`src/rtl/vga_pixel_sink.sv`:
```
// vga_pixel_sink: queues pixel writes, turns packed x/y into linear framebuffer addresses and runs full-screen clears.
// Build option: define PIXEL_SINK_TRANSPARENT_EN to discard incoming writes whose colour equals TRANSPARENT_KEY.
module vga_pixel_sink #(
    parameter int         FIFO_DEPTH      = 8,
    parameter int         H_RES           = 160,
    parameter int         V_RES           = 120,
    parameter logic [8:0] TRANSPARENT_KEY = 9'h1C7
) (
    input  logic        clk,
    input  logic        resetn,
    input  logic [8:0]  colours,
    input  logic [14:0] coordinates,
    input  logic        VGA_write_enable,
    output logic        pixel_ready,
    input  logic        clear_req,
    input  logic [8:0]  clear_colour,
    output logic        clear_done,
    output logic        busy,
    output logic [14:0] fb_addr,
    output logic [8:0]  fb_data,
    output logic        fb_wren,
    output logic [7:0]  dropped_count
);
    localparam int          AW         = $clog2(FIFO_DEPTH);
    localparam logic [AW:0] FULL_CNT   = (AW + 1)'(FIFO_DEPTH);
    localparam logic [15:0] H_LIM      = 16'(H_RES);
    localparam logic [15:0] V_LIM      = 16'(V_RES);
    localparam logic [14:0] CLEAR_LAST = 15'(H_RES * V_RES - 1);

    typedef enum logic [1:0] {S_IDLE, S_CLEAR, S_DONE} state_t;

    state_t        state, next_state;
    logic [23:0]   mem [FIFO_DEPTH];
    logic [AW-1:0] wr_ptr, rd_ptr;
    logic [AW:0]   count;
    logic [14:0]   clear_cnt;
    logic [8:0]    fill_colour;
    logic          full, empty, in_range, is_key, wr_attempt;
    logic          push, pop, drop, start_clear, clear_wr;
    logic [23:0]   head;

    // Row offset: y*160 as two shifts; other widths fall back to a constant multiply.
    function automatic logic [14:0] pix_addr(input logic [7:0] px, input logic [6:0] py);
        logic [14:0] row;
        if (H_RES == 160) row = ({8'd0, py} << 7) + ({8'd0, py} << 5);
        else              row = 15'({8'd0, py} * 15'(H_RES));
        return row + {7'd0, px};
    endfunction

`ifdef PIXEL_SINK_TRANSPARENT_EN
    assign is_key = (colours == TRANSPARENT_KEY);
`else
    logic unused_key;
    assign is_key     = 1'b0;
    assign unused_key = ^TRANSPARENT_KEY;
`endif

    assign full        = (count == FULL_CNT);
    assign empty       = (count == '0);
    assign pixel_ready = !full;
    assign in_range    = ({8'd0, coordinates[14:7]} < H_LIM) && ({9'd0, coordinates[6:0]} < V_LIM);
    assign wr_attempt  = VGA_write_enable && in_range && !is_key;
    // A same-cycle pop frees a slot, so a full FIFO being drained still accepts.
    assign push        = wr_attempt && (!full || pop);
    assign drop        = wr_attempt && full && !pop;
    assign head        = mem[rd_ptr];
    assign busy        = (state != S_IDLE) || !empty || fb_wren;

    always_ff @(posedge clk or negedge resetn) begin
        if (!resetn) state <= S_IDLE;
        else         state <= next_state;
    end

    always_comb begin
        next_state = state;
        case (state)
            S_IDLE:  if (clear_req) next_state = S_CLEAR;
            S_CLEAR: if (clear_cnt == CLEAR_LAST) next_state = S_DONE;
            S_DONE:  next_state = S_IDLE;
            default: next_state = S_IDLE;
        endcase
    end

    always_comb begin
        start_clear = 1'b0;
        pop         = 1'b0;
        clear_wr    = 1'b0;
        clear_done  = 1'b0;
        case (state)
            S_IDLE: begin
                start_clear = clear_req;
                pop         = !clear_req && !empty;
            end
            S_CLEAR: clear_wr   = 1'b1;
            S_DONE:  clear_done = 1'b1;
            default: ;
        endcase
    end

    always_ff @(posedge clk) begin
        if (push) mem[wr_ptr] <= {coordinates, colours};
    end

    always_ff @(posedge clk or negedge resetn) begin
        if (!resetn) begin
            wr_ptr        <= '0;
            rd_ptr        <= '0;
            count         <= '0;
            dropped_count <= '0;
        end else begin
            if (push) wr_ptr <= wr_ptr + AW'(1);
            if (pop)  rd_ptr <= rd_ptr + AW'(1);
            case ({push, pop})
                2'b10:   count <= count + (AW + 1)'(1);
                2'b01:   count <= count - (AW + 1)'(1);
                default: ;
            endcase
            if (drop && dropped_count != 8'hFF) dropped_count <= dropped_count + 8'd1;
        end
    end

    // Framebuffer port is registered: a pop or clear step shows up one cycle later.
    always_ff @(posedge clk or negedge resetn) begin
        if (!resetn) begin
            fb_wren     <= 1'b0;
            fb_addr     <= '0;
            fb_data     <= '0;
            clear_cnt   <= '0;
            fill_colour <= '0;
        end else begin
            fb_wren <= pop || clear_wr;
            if (start_clear) begin
                fill_colour <= clear_colour;
                clear_cnt   <= '0;
            end else if (clear_wr) begin
                clear_cnt <= clear_cnt + 15'd1;
            end
            if (clear_wr) begin
                fb_addr <= clear_cnt;
                fb_data <= fill_colour;
            end else if (pop) begin
                fb_addr <= pix_addr(head[23:16], head[15:9]);
                fb_data <= head[8:0];
            end
        end
    end
endmodule

```
`config.mk`:
```
export PLATFORM = sky130hd
export DESIGN_NAME = vga_pixel_sink
export DESIGN_NICKNAME = d
export VERILOG_FILES = /design/src/rtl/vga_pixel_sink.sv
export SDC_FILE = /design/constraint.sdc
export NUM_CORES = 1
export LEC_CHECK = 0
export ABC_AREA = 1
export CELL_PAD_IN_SITES_DETAIL_PLACEMENT = 1
export CELL_PAD_IN_SITES_GLOBAL_PLACEMENT = 2
export CORE_AREA = 2 2 165 167
export DETAILED_ROUTE_END_ITERATION = 12
export DIE_AREA = 0 0 167 169
export GPL_TIMING_DRIVEN = 1
export PLACE_DENSITY = 0.88
export REMOVE_ABC_BUFFERS = 1
export SLEW_MARGIN = 10
export SYNTH_ARGS = -nofsm -noshare
export SYNTH_HDL_FRONTEND = slang
export SYNTH_SLANG_ARGS = --single-unit
```
`constraint.sdc`:
```
create_clock -name clk -period 8.89 [get_ports clk]
set_input_delay 1.778 -clock clk [delete_from_list [all_inputs] [get_ports clk]]
set_output_delay 1.778 -clock clk [all_outputs]
set_load 0.005 [all_outputs]
```
-- Word-level counts from Yosys, hierarchy flattened
Memories as Yosys holds them, arrays and structs flattened.
Cells that the tools add are included.
- register bits: 69
- RAM bits: 192
- bits of input ports: 37
- output and inout bits: 36
- word-level logic and storage cells: 70
- memories: 1
- $add $sub $neg: 8
- order comparisons: 2
- equal/unequal tests: 9
- muxes and demuxes: 18
- reduce and logical (&&, ||, !) cells: 22
- memories (name ; words ; bits a word ; read ports ; clocked after Yosys merged registers in ; write ports ; RTL line ; RTL):
    mem ; 8 ; 24 ; 1 ; 0 ; 1 ; 33 ; logic [23:0] mem [FIFO_DEPTH];
- operator list (kind ; number):
    2-to-1 mux 15 bit ; 6
    2-to-1 mux 9 bit ; 2
    adder 14 x 12 -> 15 bit ; 1
    adder 15 x 1 -> 15 bit (second input constant) ; 1
    adder 15 x 8 -> 15 bit ; 1
    equality test 15 bit (second input constant) ; 1
    adder 8 x 1 -> 8 bit (second input constant) ; 1
    < comparator 8 bit (second input constant) ; 1
    inequality test 8 bit (second input constant) ; 1
    case mux 4 bit (2 select lines) ; 1
    nonzero test 2 bit ; 4
    logical AND 1 bit ; 7
    < comparator 7 bit (second input constant) ; 1
    adder 3 x 1 -> 3 bit (second input constant) ; 2
    2-to-1 mux 1 bit ; 6
    adder 4 x 1 -> 4 bit (second input constant) ; 1
    equality test 2 x 1 -> 1 bit (second input constant) ; 2
    equality test 2 bit (second input constant) ; 2
    equality test 4 bit (second input constant) ; 1
    logical NOT 1 bit ; 4
    logical NOT 4 bit ; 1
    logical OR 1 bit ; 4
    2-to-1 mux 2 bit ; 2
    inequality test 2 bit (second input constant) ; 2
    4 further kinds ; 4

-- Depth between registers and ports, before layout
Gate-level depths: netlist of run 1.
- depth after elaboration: 9
- depth in mapped cells: 22
- gate-level depth less buffers: 19

-- Worst setup path before layout of run 1
Ideal clock, no wire load.
- path kind: input-to-reg
- start: in coordinates[13]
- end: mem mem[0][0], enable pin
- setup time: 0.405 ns
- arrival time: 3.532 ns
- data required time: 8.485 ns
- path slack: 4.953 ns
- stages: 6
- path buffers: 0
- cell sequence: o21ai_0 nand3_1 nor2_2 inv_2 or2_4 nor2_1
- cells in the longest elaborated chain, start to end: 6
- RTL lines (what ; RTL line ; RTL):
    start: declaration ; 12 ; input logic [14:0] coordinates,
    < comparator 8 bit ; 61 ; assign in_range = ({8'd0, coordinates[14:7]} < H_LIM) && ({9'd0, coordinates[6:0]} < V_LIM);
    logical AND 1 bit ; 61 ;
    logical AND 1 bit ; 62 ; assign wr_attempt = VGA_write_enable && in_range && !is_key;
    logical AND 1 bit ; 64 ; assign push = wr_attempt && (!full || pop);
    2-to-1 mux 1 bit ; 101 ; if (push) mem[wr_ptr] <= {coordinates, colours};
    2-to-1 mux 1 bit (not written as such) ; 101 ;
    end: declaration ; 33 ;
No other way between the ends.

-- Worst setup path after layout of run 1
- start: in coordinates[13]
- end: reg count[3]
- cells in the longest elaborated chain, start to end: 6
- elaborated cells between the ends (all ways): 8
- those cells by class: order compare: 1; eq/ne: 2; mux: 1; reduce/logical: 4
- RTL lines (what ; RTL line ; RTL):
    < comparator 8 bit * ; 61 ;
    logical AND 1 bit * ; 61 ;
    logical AND 1 bit * ; 62 ;
    logical AND 1 bit * ; 64 ;
    equality test 2 x 1 -> 1 bit / equality test 2 bit (equally long branches) ; 113 ; case ({push, pop})
    case mux 4 bit (2 select lines) / nonzero test 2 bit (equally long branches) ; -- ;
    end signal: assignment ; 114 ; 2'b10: count <= count + (AW + 1)'(1);
    end signal: assignment ; 115 ; 2'b01: count <= count - (AW + 1)'(1);
    end: declaration ; 35 ; logic [AW:0] count;
Mark *: on every way between the ends. The rest lies on a longest branch, timed or not.
A chain may end at the register's enable or synchronous reset.

==> reports/results.txt, run 1 <==
Status -> complete, no violations
H-tree Lvls -> 1
Die height -> 169 um
Peak supply drop -> 0.000162 V
Final period util -> 46.5%
Power Total -> 3.05 mW
Layout Nets -> 1,111
First-pass GRT wire length -> 44,700 um
Sw Pwr -> 0.766 mW
CTS Buf Count -> 29
Fillers -> 2,773
Gr usage total -> 20.2%
Starting Density -> 42.3%
Largest net degree at the start of global routing -> 97
Cells after DPL -> 1,366
Max-slew headroom -> 34.8%
ANT cells -> 0
Area grow syn2layout -> 17.7%
CTS tree -> built
Slew @ Worst Pin -> 0.977 ns
Synth Area in Compound Gates -> 10.6%
Die width -> 167 um
Number of global-route vias before repair -> 7,925
Final setup TNS -> 0 ns
Finished Cell Area -> 0.0132 mm^2
Sequential-to-total area share from yosys stat -> 66.9%
Final Hold Vio Count -> 0
Clk_lat worst skew -> 0.57 ns
Share of cells above drive strength 1 -> 9.08%
DR WL/cell -> 19.8 um
HP Class -> register to register
Tmin final -> 4.14 ns
Sequential fraction of design power -> 48.1%
Area share of and/or/nand/nor cells after synthesis -> 14.0%
RSZ-0062 raised after global routing -> no
Max FO, Critical Path -> 9
Root Driver -> clkbuf_16
Initial antenna violation count -> 0
# IOs -> 73
Placer congestion estimate -> 0.745
Hold WS -> 0.485 ns
Dpl cell area -> 0.0122 mm^2
Residual DRC -> 0
Via count -> 7,555
Syn Inst Count -> 986
Final slew viol count -> 0
Worst R2R Path Depth -> 15
Clock Path Buffers -> 3
Post-synth EDFFs -> 192
Asr flop ratio synth -> 26.4%
IO buf count -> 72
Hold-fix buffers, CTS -> 0
Final setup margin -> 4.75 ns
Total grt overflow -> 0
Clock Skew -> 0.0234 ns
Crit start category -> primary input
Initial DRT Pass Iterations -> 5
Netlist cell types -> 44
Drt via density -> 5.32
Average cell area after synthesis -> 11.4 um^2
Worst-path clk slew -> 0.06 ns
Detailed Route Iter0 Violations -> 415
Leakage power -> 4.95 nW
Critical path required time -> 9.32 ns
Power Density -> 231 mW/mm^2
Die area -> 0.0282 mm^2
Net Sw Frac -> 25.2%
Yosys reg bits -> 261
Fmax achieved -> 0.242 GHz
Largest family of logic cells by synthesized area -> simple AND/OR/NAND/NOR gates
Setup violations, final -> 0
Clock sink count -> 261
Area of the core -> 0.0265 mm^2
Post-route ant nets -> 0
Post-cts resize count -> 0
DP HPWL -> 17,300 um
Site Rows -> 60
Routed wire length -> 28,100 um
Internal -> 2.28 mW
Most common cell after layout, fill and taps aside -> edfxtp_1
WS Path Type -> primary input to register
Max_cap viols -> 0
Setup Buffers After CTS -> 0
Syn Std Cell Area -> 0.0112 mm^2
Crit path capture type -> register
Top_reg_cell synth -> edfxtp_1
Final cell count without fillers -> 1,420
Comb pwr share -> 11.5%
Min-Delay Path Depth -> 2
Mux contribution to synthesized area -> 0%
Place WS -> 4.18 ns
Synth warnings -> 0
CP Data Arrival Time -> 4.57 ns
Post-Synth Adder-Cell Area -> 2.21%
Clock group share of total power -> 40.4%
Most frequent cells in the layout -> edfxtp_1, nand2_1, nor2_1
Xor-xnor portion of the synthesized cell area -> 1.33%
Finished Core Util -> 49.7%
==> critical path, cell delays in order <==
cell and delay [ns]:
clkdlybuf4s50_1 0.54, o21ai_0 0.40, nand3_1 0.21, nor2_2 0.22
inv_2 0.07, ha_1 0.24, ha_1 0.34, nand2_1 0.10
nor2_1 0.04, a211oi_1 0.26, nor2_1 0.08, nor2_1 0.10
nand2_1 0.07, xnor2_1 0.12
==> flip-flops by register name, indices dropped and copies added, names as in the netlist <==
name           count
clear_cnt         15
count              4
dropped_count      8
fb_addr           15
fb_data            9
fb_wren            1
fill_colour        9
mem              192
rd_ptr             3
state              2
wr_ptr             3
==> power by group through the flow <==
stage / sequential (mW) / combinational (mW) / clock, mW
3_5_place_dp: 1.49 / 0.356 / 0
2_1_floorplan: 1.48 / 0.200 / 0
6_report: 1.46 / 0.351 / 1.23
5_1_grt: 1.47 / 0.395 / 1.30
3_3_place_gp: 1.48 / 0.339 / 0
4_1_cts: 1.47 / 0.357 / 1.26
==> cell type report <==
class	count	area, um^2	area share (%)
Multi-Input combinational cell	599	3170	24.0
Clock buffer	41	802	6.09
Clock inverter	13	180	1.37
Sequential cell	261	7490	56.9
Inverter	82	313	2.37
Timing Repair Buffer	83	798	6.06
Tap cell	341	427	3.24
==> logic make-up (layout without fill, tap and decap cells) <==
logic type | Yosys count | after routing
adder cells (fa/ha/maj) | 18 | 18
buffers and inverters | 126 | 219
flip-flops | 261 | 261
XOR/XNOR | 17 | 17
AO/OA/AOI/OAI | 204 | 204
AND/OR/NAND/NOR | 360 | 360
==> metal layers <==
layer	up-vias	GRT usage, %	part of all wire [%]
li1	3591	-	-
met1	3740	27.7	45
met2	178	33.4	48
met3	46	2.99	4.6
met4	0	6.11	2.2
met5	-	0	0
==> cell usage after synthesis, types with 10 or more instances <==
| cell type | instances | share of area, % |
|---|---|---|
| nand2_1 | 158 | 5.3 |
| o21ai_0 | 108 | 4.8 |
| nand3_1 | 39 | 1.7 |
| buf_2 | 24 | 1.1 |
| o21ai_1 | 25 | 1.1 |
| inv_1 | 71 | 2.4 |
| o221ai_1 | 25 | 2.0 |
| dfrtp_1 | 69 | 15 |
| ha_1 | 15 | 1.7 |
| o22ai_1 | 23 | 1.3 |
| xor2_1 | 10 | 0.78 |
| nor2_1 | 130 | 4.4 |
| edfxtp_1 | 192 | 51 |
==> worst paths after layout <==
path	startpoint	endpoint	slack [ns]
max in group asynchronous	resetn	rd_ptr[0]	6.83
worst min register to register	fb_addr[10]	fb_addr[10]	0.49
worst min-delay path	fb_addr[10]	fb_addr[10]	0.49
min in group asynchronous	resetn	fb_addr[13]	1.42
worst max register to register	rd_ptr[0]	fb_addr[13]	4.89
worst max-delay path	coordinates[13]	count[3]	4.75
Power figures use the tool's default switching activity.
==> run 2: changes to the inputs <==
--- a/config.mk
+++ b/config.mk
@@ -8,11 +8,11 @@
 export ABC_AREA = 1
 export CELL_PAD_IN_SITES_DETAIL_PLACEMENT = 1
 export CELL_PAD_IN_SITES_GLOBAL_PLACEMENT = 2
-export CORE_AREA = 2 2 165 167
+export CORE_AREA = 2 2 180 182
 export DETAILED_ROUTE_END_ITERATION = 12
-export DIE_AREA = 0 0 167 169
+export DIE_AREA = 0 0 182 184
 export GPL_TIMING_DRIVEN = 1
-export PLACE_DENSITY = 0.88
+export PLACE_DENSITY = 0.79
 export REMOVE_ABC_BUFFERS = 1
 export SLEW_MARGIN = 10
 export SYNTH_ARGS = -nofsm -noshare
==> constraint.sdc (replaced) <==
create_clock -name clk -period 3.5 [get_ports clk]
set_input_delay 0.7 -clock clk [delete_from_list [all_inputs] [get_ports clk]]
set_output_delay 0.7 -clock clk [all_outputs]
set_load 0.005 [all_outputs]
==> run 2 against run 1 <==
  * Clock skew decreased by 0.0021 ns
  * Total power increased to 2.6 times the previous value
  * Combinational power increased to 2.7 times the previous value
  * Die area increased by 19%
  * Global-route usage decreased by 2.5 points
  * Sequential power increased to 2.5 times the previous value
  * Via count increased by 1.3%
  * Register-to-register slack got worse by 4.6 ns
  * Worst hold slack got worse by 0.32 ns
  * Utilization decreased by 6.6 points
  * Sequential share of layout area decreased by 1.6 points
==> reports/results.txt, run 2 (synthesis results as in run 1) <==
Status -> complete, no violations (unchanged)
Crit start category -> register (was primary input)
Reg2Reg Setup Slack -> 0.33 ns (was 4.89 ns)
Most common cell after layout, fill and taps aside -> edfxtp_1 (unchanged)
H-tree Lvls -> 1 (unchanged)
Dpl cell area -> 0.0126 mm^2 (was 0.0122 mm^2)
Drt via density -> 5.07 (was 5.32)
Final setup TNS -> 0 ns (unchanged)
Initial antenna violation count -> 0 (unchanged)
Area grow syn2layout -> 21.0% (was 17.7%)
Clock Path Buffers -> 3 (unchanged)
Max FO, Critical Path -> 31 (was 9)
Comb pwr share -> 12.3% (was 11.5%)
Clock Skew -> 0.0213 ns (was 0.0234 ns)
Critical path required time -> 3.94 ns (was 9.32 ns)
Clk_lat worst skew -> 0.57 ns (about the same)
Die height -> 184 um (was 169 um)
HP Class -> primary input to asynchronous set/reset pin (was register to register)
Top reg by flops -> mem (unchanged)
FF-to-FF End -> fb_addr[13] (unchanged)
Sw Pwr -> 1.95 mW (was 0.766 mW)
Fmax achieved -> 0.315 GHz
CTS tree -> built (unchanged)
# IOs -> 73 (unchanged)
Net Sw Frac -> 25.1% (was 25.2%)
Hold-fix buffers, CTS -> 0 (unchanged)
Reg area -> 0.00749 mm^2 (unchanged)
Worst R2R Path Depth -> 16 (was 15)
Final period util -> 90.7%
Via count -> 7,652 (was 7,555)
DR WL/cell -> 19.3 um (was 19.8 um)
Max_cap viols -> 0 (unchanged)
Detailed Route Iter0 Violations -> 517 (was 415)
Reg-to-Reg Start -> rd_ptr[0] (unchanged)
Routed wire length -> 29,100 um (was 28,100 um)
Placer congestion estimate -> 0.771 (was 0.745)
Power Density -> 574 mW/mm^2 (was 231 mW/mm^2)
Setup violations, final -> 0 (unchanged)
Max reg flops -> 192 (unchanged)
Internal -> 5.82 mW (was 2.28 mW)
CP Data Arrival Time -> 3.62 ns (was 4.57 ns)
RSZ-0062 raised after global routing -> no (unchanged)
Die area -> 0.0335 mm^2 (was 0.0282 mm^2)
Root Driver -> clkbuf_16 (unchanged)
Die width -> 182 um (was 167 um)
Peak supply drop -> 0.000363 V (was 0.000162 V)
Most frequent cells in the layout -> edfxtp_1, nand2_1, nor2_1 (unchanged)
Share of cells above drive strength 1 -> 11.7% (was 9.08%)
Post-route ant nets -> 0 (unchanged)
Tmin final -> 3.17 ns
Final setup margin -> 0.327 ns (was 4.75 ns)
Area of the multi-input gates -> 0.00318 mm^2 (was 0.00317 mm^2)
Slew @ Worst Pin -> 0.662 ns (was 0.977 ns)
Initial DRT Pass Iterations -> 4 (was 5)
CTS Buf Count -> 28 (was 29)
Site Rows -> 65 (was 60)
IO buf count -> 72 (unchanged)
Final slew viol count -> 0 (unchanged)
Cells after DPL -> 1,458 (was 1,366)
Final cell count without fillers -> 1,509 (was 1,420)
Finished Cell Area -> 0.0136 mm^2 (was 0.0132 mm^2)
Setup Buffers After CTS -> 0 (unchanged)
Residual DRC -> 0 (unchanged)
Worst-path clk slew -> 0.06 ns (about the same)
Crit path capture type -> register (unchanged)
Clock sink count -> 261 (unchanged)
WS Path Type -> register to register (was primary input to register)
Largest net degree at the start of global routing -> 70 (was 97)
Gr usage total -> 17.7% (was 20.2%)
Fillers -> 3,378 (was 2,773)
Leakage power -> 5.11 nW (was 4.95 nW)
Sequential fraction of design power -> 47.7% (was 48.1%)
Area of the core -> 0.0314 mm^2 (was 0.0265 mm^2)
Clock group share of total power -> 39.9% (was 40.4%)
Starting Density -> 35.7% (was 42.3%)
Power Total -> 7.77 mW (was 3.05 mW)
Final Hold Vio Count -> 0 (unchanged)
Number of global-route vias before repair -> 7,934 (was 7,925)
Total grt overflow -> 0 (unchanged)
Max-slew headroom -> 55.8% (was 34.8%)
Top flop regs -> mem: 192 flops, clear_cnt: 15 flops, fb_addr: 15 flops (unchanged)
First-pass GRT wire length -> 46,000 um (was 44,700 um)
ANT cells -> 0 (unchanged)
Place WS -> 0.0522 ns (was 4.18 ns)
Layout Nets -> 1,141 (was 1,111)
DP HPWL -> 19,000 um (was 17,300 um)
## run 2: cell count changes in the layout (fill, tap and decap cells not counted)
cell and delta:
clkbuf_1 -3, inv_6 -1, clkbuf_8 +1, buf_4 +26, a31oi_1 -2, bufinv_16 +1, clkbuf_16 -2, clkinv_16 +1
inv_16 -1, buf_12 +5, clkinv_1 +1, a31oi_2 +2
## run 2: layout make-up
type / instances / share of cell area [%]
multi-input cells: 599 / 23.5
repair buffers: 114 / 8.07
flip-flops and latches: 261 / 55.3
clock inverters: 14 / 1.59
inverters: 82 / 2.31
clock buffers: 37 / 5.57
well taps: 402 / 3.71
## run 2: power by group through the flow
| stage | registers (mW) | clock network (mW) | logic [mW] |
|---|---|---|---|
| after detailed placement | 3.77 | 0 | 0.969 |
| after floorplan | 3.76 | 0 | 0.508 |
| after global placement | 3.77 | 0 | 0.941 |
| after CTS | 3.71 | 3.17 | 0.977 |
| after global routing | 3.73 | 3.31 | 1.07 |
| final | 3.71 | 3.10 | 0.957 |
## run 2: per-layer routing
metal  global-route usage, %  vias up  share of wire, %
met3                    2.67       34               4.9
li1                        -     3635                 -
met5                       0        -                 0
met2                    29.4      156                47
met1                    24.3     3827                46
met4                    4.68        0               1.7
## run 2: how the worst max path moves through the flow
stage / startpoint / to / slack, ns / depth (start not counted)
3_5_place_dp: coordinates[13] / count[3] / 0.05 / 15
2_1_floorplan: rd_ptr[0] / fb_addr[12] / -0.91 / 14
6_report: rd_ptr[0] / fb_addr[13] / 0.33 / 16
5_1_grt: rd_ptr[0] / fb_addr[13] / 0.07 / 16
3_3_place_gp: coordinates[13] / count[3] / 0.26 / 15
4_1_cts: rd_ptr[0] / fb_addr[13] / 0.29 / 16
## run 2: worst max-delay path: stages, from the launching register on
cell	delay, ns
dfrtp_2	0.50
inv_4	0.26
buf_4	0.26
nor2_1	0.06
o22ai_1	0.16
inv_1	0.05
o21ai_1	0.31
inv_1	0.11
fa_1	0.45
o21ai_0	0.19
nand2_1	0.12
nor2_1	0.10
nand2_1	0.07
nor2_1	0.17
nand4_1	0.12
nand3_1	0.08
nand2_1	0.05
## run 2: per-stage QoR
stage               utilization, %  hold WS [ns]
floorplan                        -         0.404
global placement              40.0         0.464
detailed placement            40.0         0.473
CTS                           43.1         0.169
global route                  43.2         0.178
finish                        43.2         0.163
## run 2: repair_timing
| item | in CTS | in global routing |
|---|---|---|
| resized for setup | 0 | 2 |
| endpoints found under the hold margin | 0 | 0 |
| setup endpoints to repair | 0 | 1 |
==> run 3: changes to the inputs <==
--- a/config.mk
+++ b/config.mk
@@ -5,12 +5,12 @@
 export SDC_FILE = /design/constraint.sdc
 export NUM_CORES = 1
 export LEC_CHECK = 0
-export ABC_AREA = 1
 export CELL_PAD_IN_SITES_DETAIL_PLACEMENT = 1
 export CELL_PAD_IN_SITES_GLOBAL_PLACEMENT = 2
-export CORE_AREA = 2 2 180 182
+export CORE_AREA = 2 2 168 170
 export DETAILED_ROUTE_END_ITERATION = 12
-export DIE_AREA = 0 0 182 184
+export DIE_AREA = 0 0 170 172
+export GPL_ROUTABILITY_DRIVEN = 0
 export GPL_TIMING_DRIVEN = 1
 export PLACE_DENSITY = 0.79
 export REMOVE_ABC_BUFFERS = 1
==> run 3 against run 2 <==
  * Via count decreased by 21%
  * Largest cell class unchanged
  * Routed wire length is 13% lower
  * Critical path depth down 5
  * Clock skew fell by 0.012 ns
  * Largest power group unchanged
==> reports/results.txt, run 3 <==
CP max stage delay -> 0.50 ns (about the same)
Crit start category -> register (unchanged)
CTS Buf Count -> 27 (was 28)
Residual DRC -> 0 (unchanged)
CP Data Arrival Time -> 3.76 ns (was 3.62 ns)
Layout Nets -> 813 (was 1,141)
Synth warnings -> 0 (unchanged)
Dpl cell area -> 0.0123 mm^2 (was 0.0126 mm^2)
HP Class -> primary input to asynchronous set/reset pin (unchanged)
Routed wire length -> 25,300 um (was 29,100 um)
Fmax achieved -> 0.298 GHz (was 0.315 GHz)
Finished Core Util -> 48.5% (was 43.2%)
Number of global-route vias before repair -> 6,662 (was 7,934)
Critical path required time -> 3.91 ns (was 3.94 ns)
Initial antenna violation count -> 0 (unchanged)
Synth Area in Compound Gates -> 5.41% (was 10.6%)
Clock Skew -> 0.00928 ns (was 0.0213 ns)
Power Total -> 7.44 mW (was 7.77 mW)
Final period util -> 95.9% (was 90.7%)
Via count -> 6,049 (was 7,652)
Initial DRT Pass Iterations -> 4 (unchanged)
Hold-fix buffers, CTS -> 0 (unchanged)
Most common cell after layout, fill and taps aside -> edfxtp_1 (unchanged)
Area grow syn2layout -> 23.3% (was 21.0%)
Final slew viol count -> 0 (unchanged)
Tmin final -> 3.36 ns (was 3.17 ns)
Cell accounting for the most synthesized area -> edfxtp_1 (unchanged)
Yosys reg bits -> 261 (unchanged)
Cells after DPL -> 1,070 (was 1,458)
Drt via density -> 5.38 (was 5.07)
Final Hold Vio Count -> 0 (unchanged)
Crit-path slowest cell -> dfrtp_4 (was dfrtp_2)
Finished Cell Area -> 0.0133 mm^2 (was 0.0136 mm^2)
Status -> complete, no violations (unchanged)
IO buf count -> 72 (unchanged)
Hold WS -> 0.320 ns (was 0.163 ns)
DR WL/cell -> 22.5 um (was 19.3 um)
Die area -> 0.0292 mm^2 (was 0.0335 mm^2)
Peak supply drop -> 0.000246 V (was 0.000363 V)
Site Rows -> 61 (was 65)
Average cell area after synthesis -> 17.1 um^2 (was 11.4 um^2)
Top flop regs -> mem: 192 flops, clear_cnt: 15 flops, fb_addr: 15 flops (unchanged)
Total grt overflow -> 0 (unchanged)
Largest net degree at the start of global routing -> 70 (unchanged)
Area of the core -> 0.0275 mm^2 (was 0.0314 mm^2)
WS Path Type -> register to register (unchanged)
Clk_lat worst skew -> 0.53 ns (was 0.57 ns)
H-tree Lvls -> 1 (unchanged)
Syn Inst Count -> 632 (was 986)
Post-Synth Adder-Cell Area -> 2.29% (was 2.21%)
CTS tree -> built (unchanged)
Max reg flops -> 192 (unchanged)
Max_cap viols -> 0 (unchanged)
Final setup TNS -> 0 ns (unchanged)
Asr flop ratio synth -> 26.4% (unchanged)
Post-route ant nets -> 0 (unchanged)
Top_reg_cell synth -> edfxtp_1 (unchanged)
Mux contribution to synthesized area -> 14.2% (was 0%)
Most frequent cells after synthesis -> edfxtp_1, dfrtp_1, mux4_2, nand2_1, o21ai_0 (was edfxtp_1, nand2_1, nor2_1, o21ai_0, inv_1)
Fillers -> 2,628 (was 3,378)
Power Density -> 558 mW/mm^2 (was 574 mW/mm^2)
Final cell count without fillers -> 1,124 (was 1,509)
Top cells by area, synth -> edfxtp_1, dfrtp_1, mux4_2 (was edfxtp_1, dfrtp_1, nand2_1)
ANT cells -> 0 (unchanged)
Largest family of logic cells by synthesized area -> multiplexers (was simple AND/OR/NAND/NOR gates)
Leakage power -> 4.71 nW (was 5.11 nW)
Area of the multi-input gates -> 0.00323 mm^2 (was 0.00318 mm^2)
Max-slew headroom -> 35.7% (was 55.8%)
Final setup margin -> 0.145 ns (was 0.327 ns)
Worst-path clk slew -> 0.06 ns (about the same)
Setup violations, final -> 0 (unchanged)
Reg area -> 0.00750 mm^2 (was 0.00749 mm^2)
# IOs -> 73 (unchanged)
Crit-path cells -> buf_12 -> mux4_2 -> mux2_2 -> ha_1 -> fa_2 -> xor2_1 -> o211ai_1 -> or3_1 -> o311ai_2 -> mux2i_1 -> nand2_1 (was inv_4 -> buf_4 -> nor2_1 -> o22ai_1 -> inv_1 -> o21ai_1 -> inv_1 -> fa_1 -> o21ai_0 -> nand2_1 -> nor2_1 -> nand2_1 -> nor2_1 -> nand4_1 -> nand3_1 -> nand2_1)
Crit path capture type -> register (unchanged)
Share of cells above drive strength 1 -> 23.9% (was 11.7%)
First-pass GRT wire length -> 39,000 um (was 46,000 um)
Xor-xnor portion of the synthesized cell area -> 1.83% (was 1.33%)
Detailed Route Iter0 Violations -> 520 (was 517)
Clock Path Buffers -> 3 (unchanged)
Place WS -> -0.0752 ns (was 0.0522 ns)
Clock sink count -> 261 (unchanged)
Root Driver -> clkbuf_16 (unchanged)
Syn Std Cell Area -> 0.0108 mm^2 (was 0.0112 mm^2)
Most frequent cells in the layout -> edfxtp_1, clkdlybuf4s50_1, dfrtp_1 (was edfxtp_1, nand2_1, nor2_1)
Die height -> 172 um (was 184 um)
Gr usage total -> 17.6% (was 17.7%)
DP HPWL -> 16,400 um (was 19,000 um)
Top reg by flops -> mem (unchanged)
Slew @ Worst Pin -> 0.964 ns (was 0.662 ns)
Post-synth EDFFs -> 192 (unchanged)
Max FO, Critical Path -> 5 (was 31)
Area share of and/or/nand/nor cells after synthesis -> 5.50% (was 14.0%)
Top-count cell post-synth -> edfxtp_1 (unchanged)
Sequential-to-total area share from yosys stat -> 69.2% (was 66.9%)
Starting Density -> 39.4% (was 35.7%)
Post-synth top area share -> 53.3% (was 51.5%)
Die width -> 170 um (was 182 um)
Netlist cell types -> 57 (was 44)
run 3: changes by cell type in the layout (fill, tap and decap cells not counted), sizes merged, moves of 16 or more:
cell,before,now
mux4,0,48
nor2,139,15
nand3,42,14
a22oi,3,19
o21ai,133,38
o22ai,23,2
mux2,0,18
nand2,164,42
o221ai,25,0
inv,82,15
mux2i,0,23
run 3: final timing paths:
| check | from | endpoint | slack (ns) | cells past startpoint |
|---|---|---|---|---|
| max reg2reg | rd_ptr[0] | fb_addr[13] | 0.14 | 11 |
| min | resetn | dropped_count[5] | 0.32 | 1 |
| max in group asynchronous | resetn | rd_ptr[0] | 2.44 | 1 |
| min reg2reg | dropped_count[5] | dropped_count[5] | 0.50 | 1 |
| min in group clk | dropped_count[5] | dropped_count[5] | 0.50 | 1 |
| max | rd_ptr[0] | fb_addr[13] | 0.14 | 11 |
run 3: layout make-up:
class                      instances  share of cell area [%]
sequential                       261                    56.2
multi-input combinational        332                    24.2
timing repair buffer             122                    9.04
clock buffer                      39                    5.70
tap                              346                    3.25
clock inverter                    10                    1.18
inverter                          14                   0.394
run 3: repair_timing:
item                       in CTS  in global routing
pin swaps                       0                  1
resized for setup               2                  9
setup buffers                   2                  3
setup endpoints to repair       1                  1
run 3: layer usage:
metal	track usage (%)	vias up	wire (um)
li1	-	2733	-
met1	22.8	3160	10600
met2	31.6	120	13100
met3	2.59	36	1120
met4	3.79	0	397
met5	0	-	0
run 3: cell families after synthesis:
kind of cell / count (synthesis)
simple gates: 117
mux: 89
fa+ha+maj: 18
compound gates: 87
flops: 261
xor+xnor: 21
buf+inv: 39
run 3: report_power, final:
group / internal, mW / total [mW] / switching [mW]
clock: 1.80 / 2.94 / 1.14
sequential: 3.59 / 3.70 / 0.113
combinational: 0.351 / 0.796 / 0.444
total: 5.74 / 7.44 / 1.70
run 3: critical path, delay by kind of cell (launching register included):
kind / cells / cell delay (ns)
muxes: 3 / 0.96
and+or+nand+nor: 2 / 0.40
xor gates and xnor gates: 1 / 0.18
buffers and inverters: 1 / 0.14
adders and majority gates: 2 / 0.66
AOI/OAI and AO/OA: 2 / 0.40
DFF: 1 / 0.50
